### config.mk
export PLATFORM = sky130hd
export DESIGN_NAME = sdram_host_arbiter
export DESIGN_NICKNAME = d
export VERILOG_FILES = /design/src/rtl/sdram_host_arbiter.sv
export SDC_FILE = /design/constraint.sdc
export NUM_CORES = 1
export LEC_CHECK = 0
export BUFFER_PORTS_ARGS = -buffer_cell sky130_fd_sc_hd__buf_2
export CAP_MARGIN = 20
export CORE_MARGIN = 2
export CORE_UTILIZATION = 46
export DETAILED_ROUTE_END_ITERATION = 16
export PLACE_DENSITY = 0.8
export SETUP_SLACK_MARGIN = 0.4
export SLEW_MARGIN = 25
export SYNTH_ARGS = -nofsm -noshare
export SYNTH_HDL_FRONTEND = slang
export SYNTH_SLANG_ARGS = --single-unit
### constraint.sdc
create_clock -name clk -period 1.9 [get_ports clk]
set_clock_uncertainty 0.1 [all_clocks]
set_input_delay 0.38 -clock clk [delete_from_list [all_inputs] [get_ports clk]]
set_output_delay 0.38 -clock clk [all_outputs]
set_load 0.03 [all_outputs]
### src/rtl/sdram_host_arbiter.sv
// Two-requester arbiter and sequencer for the SDRAM controller host port.
// Grants one single-word read or write at a time, round-robin on contention,
// issues a one-cycle enable pulse, follows controller busy to completion and
// returns a per-requester done pulse (with read data on reads).
module sdram_host_arbiter #(
    parameter int HADDR_WIDTH   = 24,
    parameter int DATA_WIDTH    = 16,
    parameter int START_TIMEOUT = 15
) (
    input  logic                   clk,
    input  logic                   rst_n,
    input  logic                   m0_req,
    input  logic                   m0_we,
    input  logic [HADDR_WIDTH-1:0] m0_addr,
    input  logic [DATA_WIDTH-1:0]  m0_wdata,
    output logic                   m0_ack,
    output logic                   m0_done,
    output logic [DATA_WIDTH-1:0]  m0_rdata,
    input  logic                   m1_req,
    input  logic                   m1_we,
    input  logic [HADDR_WIDTH-1:0] m1_addr,
    input  logic [DATA_WIDTH-1:0]  m1_wdata,
    output logic                   m1_ack,
    output logic                   m1_done,
    output logic [DATA_WIDTH-1:0]  m1_rdata,
    output logic                   timeout_err,
    output logic [HADDR_WIDTH-1:0] haddr,
    output logic [DATA_WIDTH-1:0]  data_input,
    output logic                   rd_enable,
    output logic                   wr_enable,
    input  logic                   busy,
    input  logic [DATA_WIDTH-1:0]  data_output
);

    localparam int CNT_W = (START_TIMEOUT < 1) ? 1 : $clog2(START_TIMEOUT + 1);

    typedef enum logic [1:0] {
        S_IDLE       = 2'd0,
        S_ISSUE      = 2'd1,
        S_WAIT_START = 2'd2,
        S_WAIT_END   = 2'd3
    } state_e;

    state_e                 state_q, state_d;
    logic                   last_grant_q, last_grant_d;
    logic                   cur_q, cur_d;      // requester owning the current op
    logic                   we_q, we_d;        // current op is a write
    logic [CNT_W-1:0]       cnt_q, cnt_d;
    logic [HADDR_WIDTH-1:0] haddr_q, haddr_d;
    logic [DATA_WIDTH-1:0]  din_q, din_d;
    logic                   rd_en_q, rd_en_d;
    logic                   wr_en_q, wr_en_d;
    logic                   ack0_q, ack0_d, ack1_q, ack1_d;
    logic                   done0_q, done0_d, done1_q, done1_d;
    logic [DATA_WIDTH-1:0]  rdata0_q, rdata0_d, rdata1_q, rdata1_d;
    logic                   tmo_q, tmo_d;

    logic                   win_s;             // requester that would win now
    logic                   grant_s;           // a grant happens on this edge
    logic                   cnt_full_s;

    // Round-robin winner selection and grant qualification.
    always_comb begin
        win_s = 1'b0;
        if (m0_req && m1_req) begin
            win_s = ~last_grant_q;
        end else if (m1_req) begin
            win_s = 1'b1;
        end else begin
            win_s = 1'b0;
        end
        grant_s    = (state_q == S_IDLE) && !busy && (m0_req || m1_req);
        cnt_full_s = (cnt_q == CNT_W'(START_TIMEOUT));
    end

    // State register and all registered outputs; reset abandons any op.
    always_ff @(posedge clk or negedge rst_n) begin
        if (!rst_n) begin
            state_q      <= S_IDLE;
            last_grant_q <= 1'b1;
            cur_q        <= 1'b0;
            we_q         <= 1'b0;
            cnt_q        <= '0;
            haddr_q      <= '0;
            din_q        <= '0;
            rd_en_q      <= 1'b0;
            wr_en_q      <= 1'b0;
            ack0_q       <= 1'b0;
            ack1_q       <= 1'b0;
            done0_q      <= 1'b0;
            done1_q      <= 1'b0;
            rdata0_q     <= '0;
            rdata1_q     <= '0;
            tmo_q        <= 1'b0;
        end else begin
            state_q      <= state_d;
            last_grant_q <= last_grant_d;
            cur_q        <= cur_d;
            we_q         <= we_d;
            cnt_q        <= cnt_d;
            haddr_q      <= haddr_d;
            din_q        <= din_d;
            rd_en_q      <= rd_en_d;
            wr_en_q      <= wr_en_d;
            ack0_q       <= ack0_d;
            ack1_q       <= ack1_d;
            done0_q      <= done0_d;
            done1_q      <= done1_d;
            rdata0_q     <= rdata0_d;
            rdata1_q     <= rdata1_d;
            tmo_q        <= tmo_d;
        end
    end

    // Next-state logic for the grant/issue/wait sequence.
    always_comb begin
        state_d = state_q;
        case (state_q)
            S_IDLE: begin
                if (grant_s) begin
                    state_d = S_ISSUE;
                end else begin
                    state_d = S_IDLE;
                end
            end
            S_ISSUE: begin
                state_d = S_WAIT_START;
            end
            S_WAIT_START: begin
                if (busy) begin
                    state_d = S_WAIT_END;
                end else if (cnt_full_s) begin
                    state_d = S_IDLE;
                end else begin
                    state_d = S_WAIT_START;
                end
            end
            S_WAIT_END: begin
                if (!busy) begin
                    state_d = S_IDLE;
                end else begin
                    state_d = S_WAIT_END;
                end
            end
            default: begin
                state_d = S_IDLE;
            end
        endcase
    end

    // Output and datapath next values; pulses default low, data holds.
    always_comb begin
        last_grant_d = last_grant_q;
        cur_d        = cur_q;
        we_d         = we_q;
        cnt_d        = cnt_q;
        haddr_d      = haddr_q;
        din_d        = din_q;
        rd_en_d      = 1'b0;
        wr_en_d      = 1'b0;
        ack0_d       = 1'b0;
        ack1_d       = 1'b0;
        done0_d      = 1'b0;
        done1_d      = 1'b0;
        rdata0_d     = rdata0_q;
        rdata1_d     = rdata1_q;
        tmo_d        = 1'b0;
        case (state_q)
            S_IDLE: begin
                if (grant_s) begin
                    haddr_d      = win_s ? m1_addr  : m0_addr;
                    din_d        = win_s ? m1_wdata : m0_wdata;
                    we_d         = win_s ? m1_we    : m0_we;
                    rd_en_d      = ~(win_s ? m1_we : m0_we);
                    wr_en_d      = win_s ? m1_we : m0_we;
                    ack0_d       = ~win_s;
                    ack1_d       = win_s;
                    last_grant_d = win_s;
                    cur_d        = win_s;
                end else begin
                    cnt_d = cnt_q;
                end
            end
            S_ISSUE: begin
                cnt_d = '0;
            end
            S_WAIT_START: begin
                if (!busy && cnt_full_s) begin
                    tmo_d   = 1'b1;
                    done0_d = ~cur_q;
                    done1_d = cur_q;
                end else if (!busy) begin
                    cnt_d = cnt_q + CNT_W'(1);
                end else begin
                    cnt_d = cnt_q;
                end
            end
            S_WAIT_END: begin
                if (!busy) begin
                    done0_d = ~cur_q;
                    done1_d = cur_q;
                    if (!we_q && !cur_q) begin
                        rdata0_d = data_output;
                    end else if (!we_q && cur_q) begin
                        rdata1_d = data_output;
                    end else begin
                        rdata0_d = rdata0_q;
                    end
                end else begin
                    cnt_d = cnt_q;
                end
            end
            default: begin
                cnt_d = '0;
            end
        endcase
    end

    assign m0_ack      = ack0_q;
    assign m1_ack      = ack1_q;
    assign m0_done     = done0_q;
    assign m1_done     = done1_q;
    assign m0_rdata    = rdata0_q;
    assign m1_rdata    = rdata1_q;
    assign timeout_err = tmo_q;
    assign haddr       = haddr_q;
    assign data_input  = din_q;
    assign rd_enable   = rd_en_q;
    assign wr_enable   = wr_en_q;

endmodule

# Word-level counts from Yosys, hierarchy flattened
# Cells that the tools add are included.
# word_totals
output_inout_bits	79
wordCells	75
regBits	88
input_bits	103
# classes
mux	29
reduce_logical	16
n_eq_ne	6
add_sub_neg	1
n_bitwise	7
# ops
op	n
24-bit two-way mux	1
1-bit two-way mux	18
16-bit two-way mux	1
4-bit two-way mux	2
2-bit one-hot mux with 4 select lines	1
4-bit one-hot mux with 2 select lines	1
1-bit NOT	7
1-bit logical AND	6
2-bit two-way mux	3
3-bit AND reduction	2
4-bit by 1-bit adder with 4-bit output, second input constant	1
2-bit == test, second input constant	2
4-bit == test, second input constant	1
2-bit != test, second input constant	2
1-bit one-hot mux with 2 select lines	2
4-bit AND reduction	1
1-bit logical NOT	3
2-bit by 1-bit == test with 1-bit output, second input constant	1
2-bit logical NOT	1
2-bit AND reduction	1
2-bit OR reduction	1
1-bit logical OR	1

# Depth between registers and ports, before layout
# Gate-level depths: netlist of run 1.
# depth
word_depth	6
depth_mapped	7
mapped_depth_nobuf	5

# Worst setup path after synthesis of run 1
# Ideal clock, no wire load.
# synth_path
kind	flip-flop to flip-flop
start	register state_q[1]
end	register rdata0_q[10] (netlist: m0_rdata[10])
n_path_buf	1
t_arrival_ps	1488
synth_period_minus_slack_ps	1713
setup_slack_ps	187
stages_incl_launch_ff	6
setup_ps	125
t_required_ps	1675
cell_sequence	dfrtp_1 > ha_1 > nand2b_1 > nor3_4 > buf_6 > mux2_2
# synth_between
elab_chain_len	2
# synth_lines
element	line	rtl
start: declaration	44	state_e state_q, state_d;
start signal: assignment	96	state_q <= state_d;
2-bit == test	168	case (state_q)
3-bit AND reduction (no line)	n/a	
end signal: assignment	109	rdata0_q <= rdata0_d;
end: declaration	55	logic [DATA_WIDTH-1:0] rdata0_q, rdata0_d, rdata1_q, rdata1_d;
# No other way between the ends.
# A chain may end at the register's enable or synchronous reset.

# Final worst setup path of run 1
# layout_path
start	register state_q[1]
end	register haddr_q[7] (netlist: haddr[7])
# layout_between
elab_chain_len	4
# layout_lines
element	line	rtl
2-bit logical NOT (*)	72, 168	
1-bit logical AND (2 in a row)	72	grant_s = (state_q == S_IDLE) && !busy && (m0_req || m1_req);
2-bit AND reduction (no line) (*)	n/a	
end signal: assignment	101	haddr_q <= haddr_d;
end: declaration	49	logic [HADDR_WIDTH-1:0] haddr_q, haddr_d;
# Mark *: on every way between the ends. The rest lies on a longest branch, timed or not.

==> reports/results.tsv, run 1 <==
stage	metric	value	unit
outcome	status	finished clean	
logic_synthesis	number of warning messages in the yosys log	0	
clock_tree	clk buf depth	2	
worst_setup_path	startpoint kind of the worst setup timing path	register	
worst_setup_path	Critical R2R Launch	state_q[1]	
grt	aggregate global-route resource usage	0.212	
clock_tree	CTS H-tree depth	3	
logic_synthesis	Net Count, Synth	385	
worst_setup_path	r2r setup slk	170	ps
logic_synthesis	gate count of the mapped netlist	277	
logic_synthesis	mean cell area of the mapped netlist	13.7	µm²
sta	period utilization	0.912	
sta	Hold Fails Final Rpt	0	
logic_synthesis	fraction of the yosys area taken by sequential cells	0.582	
worst_hold_path	classification of the worst-slack hold path	input port to register	
sta	maximum clock frequency	0.577	GHz
floorplanning	vertical die dimension	94.8	µm
cells_and_area	share of layout cells above drive strength 1	0.565	
power	LEAKAGE	2.92	nW
clock_tree	Clock transition at path regs	100	ps
floorplanning	effective utilization at floorplan	0.468	
grt	leftover overflow at the end of global routing	0	
floorplanning	floorplan die area	0.00898	mm²
grt	antenna violations before repair	0	
sta	count of final max-slew check failures	0	
routing	routed length per placed instance	16.6	µm
clock_tree	number of buffers created by CTS	9	
logic_synthesis	combined area of all synthesized cells	0.00379	mm²
floorplanning	Top-Level Pins	182	
worst_setup_path	critical path type	register to register	
worst_setup_path	Critical Path, Cell by Cell	inv_2 > ha_4 > nor2b_4 > o21ai_4 > clkbuf_16 > a221o_1	
sta	transition time at the pin with the least slew margin	432	ps
sta	setup TNS	0	ps
clock_tree	clk root buf	sky130_fd_sc_hd__clkbuf_8	
routing	Antenna Violating Nets Remaining	0	
worst_setup_path	worst path arrival time	1870	ps
floorplanning	die width	94.8	µm
worst_hold_path	number of cells on the worst hold path	2	
worst_setup_path	Req. time, crit path	2030	ps
floorplanning	core footprint	0.00809	mm²
power	Peak supply drop	0.000717	V
grt	first-pass GRT wire length	14800	µm
logic_synthesis	number of distinct standard cells referenced by the synthesized netlist	38	
routing	first drt pass iteration count	4	
power	power density normalized to cell area	1650	mW/mm²
worst_setup_path	Worst setup EP type	register	
clock_tree	clock tree from TritonCTS	built	
worst_setup_path	maximum net fanout on the critical path	8	
worst_setup_path	cell type group with the largest total delay on the critical path	compound AO/OA/AOI/OAI gates	
logic_synthesis	most frequent cell after synthesis	sky130_fd_sc_hd__dfrtp_1	
worst_hold_path	WHS Endpoint	haddr[9]	
cells_and_area	number of nets in the layout	586	
routing	routed wire length	9750	µm
placement	detailed-placement wirelength estimate	6560	µm
logic_synthesis	most used flip-flop cell after synthesis	sky130_fd_sc_hd__dfrtp_1	
logic_synthesis	biggest area consumer among synthesized cells	sky130_fd_sc_hd__dfrtp_1	
run	maximum capacitance violations	0	
logic_synthesis	number of register bits inferred by synthesis	88	
sta	unrepaired setup endpoints after global routing	yes	
worst_setup_path	endpoint of the lowest-slack register-to-register path	haddr[7]	
grt	maximum number of pins on one net before global-route repair	43	
worst_setup_path	library cell contributing the largest single delay on the critical path	sky130_fd_sc_hd__dfrtp_1	
sta	final setup violation count	0	
worst_setup_path	delay of the slowest critical-path stage	410	ps
clock_tree	sink count of the clock tree	88	
placement	Routability Congestion	0.782	
routing	Vias/cell	5.37	
floorplanning	number of core rows	33	
cells_and_area	fin util	0.667	
routing	total DRC errors in the routed layout	0	
sta	worst rel slew slack	0.704	
clock_tree	Worst-Skew Late Latency	340	ps
placement	number of input and output port buffers inserted	181	
logic_synthesis	cell types with the largest area share after synthesis	sky130_fd_sc_hd__dfrtp_1 57%, sky130_fd_sc_hd__a221o_1 11%, sky130_fd_sc_hd__mux2_2 8.9%	
grt	number of global-route vias before repair	3064	
worst_hold_path	hold_sp	m0_addr[9]	
cells_and_area	area delta synth->final	42.5	%
logic_synthesis	portion of synthesized cell area occupied by the leading cell type	0.575	
logic_synthesis	top post-synthesis cells by count	87 x sky130_fd_sc_hd__dfrtp_1, 42 x sky130_fd_sc_hd__and3_1, 40 x sky130_fd_sc_hd__a221o_1	
routing	total vias in the final route	3155	
worst_setup_path	worst reg-to-reg path cell count	6	
routing	First DRT Iteration DRCs	103	
cells_and_area	ant diodes	0	
worst_setup_path	count of buffering cells on the critical path with inverters included	2	
logic_synthesis	number of enable flip-flop cells after synthesis	0	
sta	final critical delay including setup and external delays	1730	ps
logic_synthesis	fraction of registers with async set/reset	1.00	
-- what timing repair did --
| action | in CTS | in global routing |
|---|---|---|
| gates resized for setup | 9 | 12 |
| hold buffers | 1 | 0 |
| setup buffers | 11 | 3 |
| pin swaps | 10 | 2 |
| setup endpoints to repair | 80 | 86 |
| endpoints found under the hold margin | 31 | 0 |
| cloned | 4 | 2 |
-- worst max path at each step --
stage	startpoint	slack, ps	endpoint	depth (start not counted)
floorplan	state_q[1]	210	m0_rdata[10]	5
global placement	m1_req	30	haddr[0]	3
detailed placement	state_q[0]	30	haddr[17]	6
CTS	state_q[1]	200	m0_rdata[6]	7
global route	state_q[1]	100	haddr[9]	6
finish	state_q[1]	170	haddr[7]	6
-- kinds of logic (layout without fill, tap and decap cells) --
family	after synthesis	after routing	synth area share
DFF	88	88	0.582
and+or+nand+nor	62	62	0.106
muxes	34	34	0.100
buffers and inverters	29	233	0.0528
adders and majority gates	5	5	0.0165
AOI/OAI and AO/OA	59	61	0.143
-- where the power goes --
group,internal [mW],switching (mW)
sequential,2.69,0.473
clock,0.500,0.700
combinational,1.84,2.69
total,5.03,3.86
-- through the flow --
| stage | cells | hold slack [ps] | power (mW) | instance area [µm²] | setup WS [ps] |
|---|---|---|---|---|---|
| after global routing | 588 | 128 | 9.42 | 5400 | 103 |
| after global placement | 550 | 243 | 7.18 | 4840 | 26.5 |
| final | 588 | 153 | 8.89 | 5400 | 167 |
| after floorplan | 277 | -15.6 | 6.09 | 3860 | 208 |
| after CTS | 583 | 131 | 8.88 | 5290 | 200 |
| after detailed placement | 551 | 254 | 7.34 | 4870 | 32.3 |
-- flip-flops by register name, indices dropped and copies added, names as in the netlist, 2 cells and up --
name        flops
haddr          24
data_input     16
m0_rdata       16
m1_rdata       16
cnt_q           4
state_q         2
-- cells in the final DEF (no fill, tap or decap), types with 6 or more instances in the layout --
| cell | count |
|---|---|
| sky130_fd_sc_hd__a221o_1 | 40 |
| sky130_fd_sc_hd__and3_1 | 41 |
| sky130_fd_sc_hd__buf_6 | 6 |
| sky130_fd_sc_hd__inv_1 | 6 |
| sky130_fd_sc_hd__mux2_2 | 21 |
| sky130_fd_sc_hd__clkbuf_8 | 9 |
| sky130_fd_sc_hd__buf_2 | 180 |
| sky130_fd_sc_hd__buf_4 | 10 |
| sky130_fd_sc_hd__mux2_4 | 9 |
| sky130_fd_sc_hd__buf_12 | 7 |
| sky130_fd_sc_hd__dfrtp_1 | 87 |
-- metal layers --
metal,up-vias,part of all wire,track usage,wire length [µm]
met5,-,0,0,0
met4,0,0.0071,0.0688,69
met3,5,0.068,0.0391,658
met2,139,0.49,0.348,4810
met1,1542,0.43,0.284,4210
li1,1469,-,-,-
-- layout make-up --
cell class / instances / area, µm²
multi-input cells: 162 / 1520
repair buffers: 209 / 1330
flip-flops and latches: 88 / 2200
inverters: 8 / 30.0
well taps: 105 / 131
clock buffers: 9 / 124
clock inverters: 7 / 62.6
fillers: 633 / 2690
Power figures use the tool's default switching activity.
==> run 2, diff against run 1 <==
- CORE_UTILIZATION: 46 -> 45
- PLACE_DENSITY: 0.8 -> 0.78
==> run 2 against run 1 <==
  * Clock-buffer cell count is 1 higher
  * Via count decreased by 1.9%
  * Sequential share of layout area up 0.34 points
  * Worst setup slack improved by 72 ps
  * Die area rose by 2.1%
  * Critical endpoint is now m0_rdata[7]
  * Highest routed layer unchanged
==> reports/results.tsv, run 2 (synthesis results as in run 1) <==
stage	metric	value	unit
outcome	status	finished clean	
routing	first drt pass iteration count	4	
cells_and_area	footprint of the multi-input gates	0.00150	mm²
sta	period utilization	0.874	
grt	maximum number of pins on one net before global-route repair	89	
clock_tree	number of buffers created by CTS	9	
sta	worst rel slew slack	0.701	
power	post-layout power	9.02	mW
sta	setup TNS	0	ps
run	maximum capacitance violations	0	
routing	Vias/cell	5.32	
routing	routed length per placed instance	16.3	µm
floorplanning	vertical die dimension	95.8	µm
cells_and_area	fillcell total	625	
power	power density normalized to cell area	1680	mW/mm²
clock_tree	Clock transition at path regs	90	ps
cells_and_area	leading cell type in the layout, fill and taps excluded	sky130_fd_sc_hd__buf_2	
placement	Place WS	33.3	ps
cells_and_area	Layout Cell Area excl Fill	0.00536	mm²
placement	number of input and output port buffers inserted	181	
sta	count of final max-slew check failures	0	
cells_and_area	fin util	0.655	
floorplanning	core footprint	0.00818	mm²
worst_hold_path	classification of the worst-slack hold path	input port to register	
grt	aggregate global-route resource usage	0.206	
worst_setup_path	Worst setup EP type	register	
cells_and_area	max FFs per register	24	
cells_and_area	number of non-filler instances in the completed layout	582	
routing	First DRT Iteration DRCs	102	
power	LEAKAGE	2.90	nW
sta	final worst hold slack	160	ps
cells_and_area	ant diodes	0	
worst_setup_path	worst path arrival time	1790	ps
floorplanning	floorplan die area	0.00917	mm²
grt	number of global-route vias before repair	3007	
floorplanning	effective utilization at floorplan	0.463	
sta	final setup margin	239	ps
cells_and_area	share of layout cells above drive strength 1	0.564	
placement	Routability Congestion	0.786	
routing	routed wire length	9500	µm
clock_tree	Worst-Skew Late Latency	340	ps
clock_tree	clk buf depth	2	
clock_tree	sink count of the clock tree	88	
worst_setup_path	critical path type	register to register	
placement	detailed-placement wirelength estimate	6580	µm
cells_and_area	area delta synth->final	41.3	%
floorplanning	Top-Level Pins	182	
worst_setup_path	maximum net fanout on the critical path	8	
cells_and_area	number of nets in the layout	580	
floorplanning	die width	95.8	µm
sta	maximum clock frequency	0.602	GHz
sta	transition time at the pin with the least slew margin	449	ps
routing	total vias in the final route	3096	
sta	Hold Fails Final Rpt	0	
clock_tree	CTS H-tree depth	3	
worst_setup_path	Req. time, crit path	2030	ps
grt	leftover overflow at the end of global routing	0	
placement	number of placed instances with taps included	552	
sta	final setup violation count	0	
sta	unrepaired setup endpoints after global routing	yes	
power	Peak supply drop	0.000978	V
clock_tree	clock tree from TritonCTS	built	
grt	antenna violations before repair	0	
floorplanning	number of core rows	33	
cells_and_area	Sequential Area	0.00220	mm²
clock_tree	clk root buf	sky130_fd_sc_hd__clkbuf_8	
grt	first-pass GRT wire length	14600	µm
sta	final critical delay including setup and external delays	1660	ps
routing	Antenna Violating Nets Remaining	0	
cells_and_area	most frequent cells in the layout	180 x sky130_fd_sc_hd__buf_2, 87 x sky130_fd_sc_hd__dfrtp_1, 40 x sky130_fd_sc_hd__and3_1, 40 x sky130_fd_sc_hd__a221o_1, 21 x sky130_fd_sc_hd__mux2_2	
worst_setup_path	startpoint kind of the worst setup timing path	register	
placement	instance area after placement	0.00488	mm²
routing	total DRC errors in the routed layout	0	
[run 2: cell types whose count changed in the layout (fill, tap and decap cells not counted), sizes merged]
| cell | delta |
|---|---|
| inv | -2 |
| o21ai | -2 |
| clkinvlp | -3 |
| clkbuf | +1 |
| buf | -4 |
| bufinv | +2 |
| clkinv | +2 |
[run 2: layout make-up]
cell class,instances,share of cell area
Inverter,8,0.00561
Multi-Input combinational cell,160,0.280
Timing Repair Buffer,205,0.236
Clock inverter,6,0.0171
Tap cell,105,0.0245
Clock buffer,10,0.0257
Sequential cell,88,0.411
[run 2: path summary, 6_finish.rpt]
kind	startpoint	to	slack, ps	depth (start not counted)
setup reg to reg	state_q[1]	m0_rdata[7]	240	7
hold / removal	m0_addr[13]	haddr[13]	160	2
hold reg to reg	m1_rdata[13]	m1_rdata[13]	410	1
setup / recovery	state_q[1]	m0_rdata[7]	240	7
min in group asynchronous	rst_n	m0_rdata[2]	510	3
max in group asynchronous	rst_n	last_grant_q	810	3
[run 2: power breakdown]
group / internal (mW) / switching, mW / total (mW)
clock: 0.784 / 0.645 / 1.43
sequential: 2.69 / 0.473 / 3.16
combinational: 1.78 / 2.65 / 4.43
total: 5.25 / 3.77 / 9.02
[run 2: critical path: stages, from the launching register on]
cell	delay [ps]
sky130_fd_sc_hd__dfrtp_1	360
sky130_fd_sc_hd__buf_4	140
sky130_fd_sc_hd__ha_4	150
sky130_fd_sc_hd__nand2b_4	70
sky130_fd_sc_hd__nor3_4	110
sky130_fd_sc_hd__buf_6	150
sky130_fd_sc_hd__buf_12	130
sky130_fd_sc_hd__mux2_2	340
[run 2: layer usage]
metal | global-route usage | vias to the layer above | routed length, µm | share of wire
li1 | - | 1443 | - | -
met2 | 0.344 | 153 | 4510 | 0.47
met3 | 0.0517 | 12 | 907 | 0.096
met5 | 0 | - | 0 | 0
met1 | 0.264 | 1488 | 3950 | 0.42
met4 | 0.0679 | 0 | 131 | 0.014
[run 2: what timing repair did]
action,in CTS,in global routing
cloned,3,0
buffers inserted,9,1
endpoints found under the setup margin,81,85
gates resized for setup,15,9
hold buffers,1,0
pin swaps,5,1
hold endpoints to repair,87,0
==> run 3, diff against run 2 <==
- CELL_PAD_IN_SITES_DETAIL_PLACEMENT: default -> 2
- CELL_PAD_IN_SITES_GLOBAL_PLACEMENT: default -> 2
- CORE_MARGIN: 2 -> 10
- CORE_UTILIZATION: 45 -> 29
- PLACE_DENSITY: 0.78 -> default
- PLACE_DENSITY_LB_ADDON: default -> 0.1
- clock period: 1.9 -> 1.8 ns (I/O delays scaled with it)
==> run 3 against run 2 <==
  * The flow now finishes with violations (negative setup slack)
  * Final area grew 17%
  * Clock power grew 48%
  * Via count grew 8.5%
  * Total power grew 32%
  * Routed wire length grew 73%
  * Worst hold slack lost 19 ps
  * Non-clock buffer count grew 33
  * First-iteration DRC count grew 28%
  * Utilization shrank 16 points
  * Critical endpoint is now m0_rdata[1]
==> reports/results.tsv, run 3 (synthesis results as in run 1) <==
stage	metric	value	unit
cells_and_area	fillcell total	1289	
grt	maximum number of pins on one net before global-route repair	89	
outcome	status	finished, violations left	
sta	period utilization	1.02	
worst_setup_path	startpoint kind of the worst setup timing path	register	
worst_setup_path	r2r setup slk	-30	ps
routing	Vias/cell	4.91	
cells_and_area	share of layout cells above drive strength 1	0.620	
clock_tree	clock tree from TritonCTS	built	
worst_setup_path	Req. time, crit path	1920	ps
grt	antenna violations before repair	2	
floorplanning	Top-Level Pins	182	
grt	leftover overflow at the end of global routing	0	
power	proportion of total power due to net switching	0.405	
cells_and_area	Layout Cell Area excl Fill	0.00627	mm²
grt	aggregate global-route resource usage	0.165	
power	Peak supply drop	0.000651	V
placement	number of placed instances with taps included	625	
worst_setup_path	maximum net fanout on the critical path	7	
worst_setup_path	count of buffering cells on the critical path with inverters included	4	
grt	number of global-route vias before repair	3901	
sta	count of final max-slew check failures	0	
cells_and_area	footprint of the multi-input gates	0.00167	mm²
sta	maximum clock frequency	0.546	GHz
placement	Routability Congestion	0.707	
run	maximum capacitance violations	0	
placement	Place WS	-83.7	ps
floorplanning	effective utilization at floorplan	0.298	
power	LEAKAGE	3.25	nW
cells_and_area	max FFs per register	24	
sta	final setup margin	-31.1	ps
power	Net Sw Power	4.81	mW
power	clock network power share	0.177	
sta	final setup violation count	25	
routing	total DRC errors in the routed layout	0	
cells_and_area	Sequential Area	0.00220	mm²
routing	first drt pass iteration count	4	
outcome	failing checks	negative setup slack	
clock_tree	number of buffers created by CTS	9	
power	portion of total power attributed to sequential cells	0.291	
routing	routed length per placed instance	24.0	µm
power	internal power summed over all cells	7.08	mW
cells_and_area	fin util	0.493	
power	power density normalized to cell area	1890	mW/mm²
cells_and_area	leading cell type in the layout, fill and taps excluded	sky130_fd_sc_hd__buf_2	
worst_setup_path	cell type with the highest occurrence count on the critical path	sky130_fd_sc_hd__buf_6	
sta	unrepaired setup endpoints after global routing	yes	
floorplanning	core footprint	0.0127	mm²
power	fraction of power consumed by combinational cells	0.532	
floorplanning	die width	134	µm
worst_setup_path	library cell contributing the largest single delay on the critical path	sky130_fd_sc_hd__dfrtp_1	
sta	transition time at the pin with the least slew margin	582	ps
clock_tree	Clock transition at path regs	70	ps
placement	instance area after placement	0.00502	mm²
clock_tree	clk buf depth	2	
clock_tree	sink count of the clock tree	88	
worst_hold_path	classification of the worst-slack hold path	input port to register	
routing	total vias in the final route	3360	
sta	final critical delay including setup and external delays	1830	ps
sta	Hold Fails Final Rpt	0	
clock_tree	Worst-Skew Late Latency	340	ps
sta	final worst hold slack	141	ps
placement	detailed-placement wirelength estimate	10000	µm
floorplanning	vertical die dimension	134	µm
routing	routed wire length	16400	µm
worst_setup_path	worst path arrival time	1950	ps
clock_tree	CTS H-tree depth	3	
floorplanning	number of core rows	41	
clock_tree	clk root buf	sky130_fd_sc_hd__clkbuf_16	
grt	first-pass GRT wire length	23100	µm
cells_and_area	number of non-filler instances in the completed layout	684	
floorplanning	floorplan die area	0.0180	mm²
worst_setup_path	Worst setup EP type	register	
cells_and_area	area delta synth->final	65.6	%
worst_setup_path	cell type group with the largest total delay on the critical path	buffers and inverters	
worst_setup_path	Critical Path, Cell by Cell	buf_6 > buf_6 > ha_4 > nand2b_4 > nor3_4 > buf_6 > buf_12 > mux2_4	
routing	First DRT Iteration DRCs	131	
sta	worst rel slew slack	0.612	
cells_and_area	most frequent cells in the layout	128 x sky130_fd_sc_hd__buf_2, 87 x sky130_fd_sc_hd__dfrtp_1, 66 x sky130_fd_sc_hd__buf_4	
placement	number of input and output port buffers inserted	181	
routing	Antenna Violating Nets Remaining	0	
cells_and_area	number of nets in the layout	614	
worst_setup_path	delay of the slowest critical-path stage	410	ps
worst_setup_path	critical path type	register to register	
## run 3: changes by cell type in the layout (fill, tap and decap cells not counted), sizes merged
cell	before	now
diode	0	1
buf	202	234
clkbuf	12	13
o21ai	3	4
## run 3: worst reg2reg max path: stages (launching register included)
cell and delay, ps:
sky130_fd_sc_hd__dfrtp_1 410, sky130_fd_sc_hd__buf_6 120, sky130_fd_sc_hd__buf_6 100, sky130_fd_sc_hd__ha_4 150, sky130_fd_sc_hd__nand2b_4 70, sky130_fd_sc_hd__nor3_4 180, sky130_fd_sc_hd__buf_6 150, sky130_fd_sc_hd__buf_12 130
sky130_fd_sc_hd__mux2_4 300
## run 3: final timing paths
| check | start | end | depth (start not counted) |
|---|---|---|---|
| hold / removal | m0_addr[22] | haddr[22] | 2 |
| setup / recovery | state_q[1] | m0_rdata[1] | 8 |
| min in group asynchronous | rst_n | timeout_err | 3 |
| setup reg to reg | state_q[1] | m0_rdata[1] | 8 |
| max in group asynchronous | rst_n | last_grant_q | 3 |
| hold reg to reg | m0_rdata[0] | m0_rdata[0] | 1 |
## run 3: power groups by stage
stage               clock [mW]  sequential, mW  combinational, mW
floorplan                    0            4.90               1.53
global placement             0            3.32               4.59
detailed placement           0            3.37               4.76
CTS                       2.14            3.38               5.41
global route              2.24            3.56               6.68
finish                    2.11            3.46               6.32
## run 3: routing by layer
metal,global-route usage,share of wire,vias up
li1,-,-,1516
met1,0.183,0.39,1707
met2,0.279,0.52,119
met3,0.0695,0.071,16
met4,0.0544,0.013,2
met5,0,0.0011,-
## run 3: final cells by class
class | instances | area share
Timing Repair Buffer | 238 | 0.290
Antenna cell | 1 | 0.000399
Multi-Input combinational cell | 161 | 0.267
Clock buffer | 10 | 0.0381
Clock inverter | 6 | 0.0146
Sequential cell | 88 | 0.351
Inverter | 8 | 0.00518
Tap cell | 172 | 0.0343
## run 3: timing repair
action                     4_1_cts  5_1_grt
cloned                           6        1
hold buffers                     1        0
hold endpoints to repair        87        0
buffers inserted                16       18
resized for setup               46      142
setup endpoints to repair       94      139
pin swaps                       12        9
## run 3: stage by stage
stage | TNS (ps) | total power, mW
6_report | -317 | 11.9
5_1_grt | -3840 | 12.5
4_1_cts | 0 | 10.9
3_5_place_dp | -1380 | 8.13
3_3_place_gp | -4210 | 7.91
2_1_floorplan | 0 | 6.43
